`src/rtl/adder_rr_arbiter.sv`:
```
// Round-robin front end that shares one pipelined adder between NUM_REQ requesters.
// A {valid, index} tag pipeline matched to the adder latency steers each result back.
module adder_rr_arbiter #(
  parameter int DATA_WIDTH  = 32,
  parameter int NUM_REQ     = 4,
  parameter int ADD_LATENCY = 2,
  localparam int PTR_W      = (NUM_REQ > 1) ? $clog2(NUM_REQ) : 1
) (
  input  logic                          clk,
  input  logic                          resetn,
  input  logic [NUM_REQ-1:0]            req_valid,
  input  logic [NUM_REQ*DATA_WIDTH-1:0] req_a,
  input  logic [NUM_REQ*DATA_WIDTH-1:0] req_b,
  output logic [NUM_REQ-1:0]            req_ready,
  output logic [DATA_WIDTH-1:0]         adder_a,
  output logic [DATA_WIDTH-1:0]         adder_b,
  input  logic [DATA_WIDTH-1:0]         adder_sum,
  input  logic                          adder_carry,
  output logic [NUM_REQ-1:0]            rsp_valid,
  output logic [DATA_WIDTH-1:0]         rsp_sum,
  output logic                          rsp_carry,
  output logic                          busy
);

  // Handshake: a request transfers in any cycle where req_valid[i] && req_ready[i];
  // req_valid must stay high with stable operands until then. Responses have no
  // backpressure: rsp_valid is a one-cycle pulse the requester must take.

  logic [PTR_W-1:0]   ptr;
  logic               grant_any;
  logic [PTR_W-1:0]   grant_idx;
  logic [NUM_REQ-1:0] grant_oh;
  int                 scan_idx;

  logic [ADD_LATENCY-1:0] tag_valid;
  logic [PTR_W-1:0]       tag_idx [ADD_LATENCY];

  // Search from ptr upward with wrap; first pending requester wins.
  always_comb begin
    grant_any = 1'b0;
    grant_idx = '0;
    grant_oh  = '0;
    scan_idx  = 0;
    for (int k = 0; k < NUM_REQ; k++) begin
      scan_idx = int'(ptr) + k;
      if (scan_idx >= NUM_REQ) scan_idx = scan_idx - NUM_REQ;
      if (!grant_any && req_valid[scan_idx]) begin
        grant_any = 1'b1;
        grant_idx = PTR_W'(scan_idx);
      end
    end
    if (grant_any) grant_oh[grant_idx] = 1'b1;
  end

  assign req_ready = grant_oh;

  // Idle cycles drive zeros so the shared adder does not toggle.
  always_comb begin
    adder_a = '0;
    adder_b = '0;
    for (int i = 0; i < NUM_REQ; i++) begin
      if (grant_oh[i]) begin
        adder_a = req_a[i*DATA_WIDTH +: DATA_WIDTH];
        adder_b = req_b[i*DATA_WIDTH +: DATA_WIDTH];
      end
    end
  end

  always_ff @(posedge clk or negedge resetn) begin
    if (!resetn) begin
      ptr <= '0;
    end else if (grant_any) begin
      if (grant_idx == PTR_W'(NUM_REQ - 1)) ptr <= '0;
      else                                  ptr <= grant_idx + PTR_W'(1);
    end
  end

  always_ff @(posedge clk or negedge resetn) begin
    if (!resetn) begin
      tag_valid <= '0;
      for (int k = 0; k < ADD_LATENCY; k++) tag_idx[k] <= '0;
    end else begin
      tag_valid[0] <= grant_any;
      tag_idx[0]   <= grant_idx;
      for (int k = 1; k < ADD_LATENCY; k++) begin
        tag_valid[k] <= tag_valid[k-1];
        tag_idx[k]   <= tag_idx[k-1];
      end
    end
  end

  always_comb begin
    rsp_valid = '0;
    for (int j = 0; j < NUM_REQ; j++) begin
      rsp_valid[j] = tag_valid[ADD_LATENCY-1] && (tag_idx[ADD_LATENCY-1] == PTR_W'(j));
    end
  end

  assign rsp_sum   = adder_sum;
  assign rsp_carry = adder_carry;
  assign busy      = |tag_valid;

endmodule
```
`config.mk`:
```
export PLATFORM = sky130hd
export DESIGN_NAME = adder_rr_arbiter
export DESIGN_NICKNAME = d
export VERILOG_FILES = /design/src/rtl/adder_rr_arbiter.sv
export SDC_FILE = /design/constraint.sdc
export NUM_CORES = 1
export LEC_CHECK = 0
export CAP_MARGIN = 40
export CORE_AREA = 2 2 158 160
export DETAILED_ROUTE_END_ITERATION = 12
export DIE_AREA = 0 0 160 162
export PLACE_DENSITY = 0.51
export SYNTH_ARGS = -nofsm -noshare
export SYNTH_HDL_FRONTEND = slang
export SYNTH_SLANG_ARGS = --single-unit
```
`constraint.sdc`:
```
create_clock -name clk -period 7.3 [get_ports clk]
set_input_delay 1.46 -clock clk [delete_from_list [all_inputs] [get_ports clk]]
set_output_delay 1.46 -clock clk [all_outputs]
set_load 0.1 [all_outputs]
```
==> summary.txt <==
Status
  – Outcome: completed

Cells and area
  – Finished Layout Cells: 1099
  – Final instance area: 6630 um2
  – Synth-to-layout area growth: 107%
  – Layout fillers: 2668
  – Ant diodes: 0
  – Nets: 1076
  – Share of post-route cells with drive strength above 1: 0.114

Timing
  – Final worst slack: 1.18 ns
  – Period Utilization, post-route: 0.839
  – Headroom to the max-slew limit: 0.445
  – Fin. max-slew vios: 0
  – Unrepaired setup endpoints after global routing: no
  – Min cycle time layout: 6.12 ns
  – Slew @ Worst Pin: 0.833 ns
  – Setup TNS: 0 ns
  – Final setup violation count: 0
  – Setup Skew: 0.00115 ns
  – Fmax: 163 MHz
  – Fin. Hold Viols: 0

Synthesis
  – Post-Syn Instances: ~520
  – Post-synth top area share: 0.200
  – Sequential-to-total area share from yosys stat: 0.0625
  – Commonest cells in the netlist: 128 x a21oi_1, 69 x nand2_1, 65 x inv_1, 65 x nand3b_1, 64 x a221o_1
  – Top cells by area, synth: a21oi_1 20%, a221o_1 20%, nand3b_1 15%
  – Mapped Area: 3210 um2
  – #FFs+latches synth: 8
  – Main synth FF type: dfrtp_1
  – Yosys warns: 0
  – Syn_area_per_cell: between 6 and 7 um2
  – Biggest area consumer among synthesized cells: a21oi_1
  – Post-Syn Nets: 814
  – Count leader, synth: a21oi_1
  – Post-synth EDFFs: 0
  – Async S/R FF share, synth: 1.00
  – Distinct cell type count after synthesis: 28

Power
  – Combinational Power Share: 0.953
  – Worst vdd rail ir drop: 0.364 mV
  – Pwr/cell area: approximately 500 nW/um2
  – Clock share of power: 0.026
  – Net Sw Power: 2.40 mW
  – Internal power: a little under 1 mW
  – Design Power: roughly 3.4 mW
  – Switch share: 0.708
  – Reg power frac: 0.021
  – Leakage power total: roughly 2.6 nW

Route
  – Avg WL per Cell: 15.5 um
  – Routed vias: 4717
  – Via density: 4.29
  – DRC violations left: 0
  – DRT iter0 DRCs: 287
  – DR pass1 iterations: 6
  – Routed WL: 17100 um
  – Detail Route Antenna Nets: 0

Place
  – GP Congestion: around 0.80
  – Dpl hpwl: 13000 um
  – Post-placement cell area: 6550 um2
  – I/O Buffers: 334
  – DP Worst Slack: 1.15 ns
  – Dpl cells: 1096

Setup path
  – Crit-path max FO: 73
  – Cell family with most CP delay: buffers and inverters
  – Crit path DAT: 4.66 ns
  – Setup CP Type: in2out
  – CP startpoint kind: input port
  – Critical path required time: between 5 and 6 ns
  – Worst path most repeated cell: a21oi_1
  – CP max stage cell: ha_4
  – Critical-path cell list: clkdlybuf4s50_1, nand2b_1, a211o_1, o21ai_0, ha_4, buf_12, a21oi_1, a221o_1, a21oi_1, buf_4
  – CP Capture Type: primary output
  – Highest cell delay on the worst timing path: about 0.67 ns
  – Crit path buffers/inverters: 3

CTS
  – H-tree depth: 1
  – Setup repair bufs after CTS: 0
  – Clk buf depth: 2
  – Hold buffers post-CTS: 0
  – Clk sink count: 8
  – Clock Latency Late Sink: 0.23 ns
  – CTS tree: built
  – Clk pin slew, worst setup/hold paths: 0.04 ns
  – Root Driver: clkbuf_16
  – Resized cells post-CTS: 0
  – CTS Buf Count: 3

GRT
  – Antenna violations before repair: 0
  – Vias in the first global route: 4717
  – First-pass GRT wire length: 25900 um
  – GRT Total Usage: 0.122
  – Gr ovfl total: 0
  – Largest net degree at the start of global routing: 74

Die
  – DIE WIDTH: 160 um
  – Die Area: 25900 um2
  – Initial Util: 0.133
  – FP Rows: 57
  – Die Ht: between 150 and 200 um
  – IO Pins: 401
  – Core area: between 20000 and 25000 um2

Hold path
  – Hold WC Path Type: reg2reg

Flow run
  – Max-cap violations: 0
power by group through the flow:
stage                     Clock (mW)  Sequential, mW  Combinational (mW)
after global placement             0          0.0706                3.20
final                         0.0898          0.0703                3.23
after detailed placement           0          0.0710                3.24
after floorplan                    0          0.0668                2.58
after CTS                     0.0924          0.0706                3.25
after global routing          0.0955          0.0740                3.37
final timing paths:
kind                         startpoint     endpoint  slack [ns]  cells past startpoint
setup / recovery           req_valid[3]  adder_b[13]        1.18                     10
hold / removal               tag_idx[2]   tag_idx[0]        0.35                      0
setup reg to reg                 ptr[1]       ptr[1]        5.73                      6
hold reg to reg              tag_idx[2]   tag_idx[0]        0.35                      0
max in group asynchronous        resetn   tag_idx[0]        5.54                      1
min in group asynchronous        resetn       ptr[0]        1.50                      1
placed cells by master (no fill, tap or decap), drive strengths merged, types with 2 or more instances in the layout:
cell / synthesis / layout
and2: 4 / 4
nand3b: 65 / 65
a221o: 64 / 64
and3: 2 / 2
clkdlybuf4s50: 0 / 267
nor2: 3 / 3
inv: 65 / 65
nor3b: 2 / 2
dfrtp: 8 / 8
nand2: 69 / 69
buf: 65 / 79
clkbuf: 24 / 3
a21oi: 128 / 128
ha: 4 / 4
nand2b: 2 / 2
worst reg2reg max path, stage by stage, from the launching register on:
cell and delay [ns]:
dfrtp_1 0.44, nand2b_1 0.17, a21o_1 0.21, and3_1 0.27, ha_4 0.26, nand2_1 0.05, nand2_1 0.05
sequential cells by signal (all words and copies together), names as in the netlist:
register / count
tag_idx: 4
ptr: 2
tag_valid: 2
final cells by class:
| class | count | area, um2 | share of cell area |
|---|---|---|---|
| clock buffers | 3 | 75.1 | 0.0113 |
| flip-flops and latches | 8 | 200 | 0.0302 |
| multi-input cells | 353 | 2280 | 0.344 |
| well taps | 324 | 405 | 0.0612 |
| inverters | 65 | 244 | 0.0368 |
| repair buffers | 346 | 3420 | 0.516 |
layer usage:
| layer | routed length, um | track usage |
|---|---|---|
| met5 | 0 | 0 |
| met4 | 442 | 0.0369 |
| met3 | 1510 | 0.0289 |
| met2 | 8380 | 0.223 |
| met1 | 6740 | 0.142 |
cells by family after synthesis:
group / count (synthesis) / share of synthesized area
simple gates: 151 / 0.267
fa+ha+maj: 4 / 0.0156
compound gates: 197 / 0.411
mux: 1 / 0.00312
buf+inv: 154 / 0.241
flops: 8 / 0.0625
through the flow:
stage          hold slack [ns]  utilization
2_1_floorplan            0.331            -
3_3_place_gp             0.334        0.266
3_5_place_dp             0.339        0.272
4_1_cts                  0.349        0.275
5_1_grt                  0.359        0.275
6_report                 0.346        0.275
(Power assumes the default switching activity.)
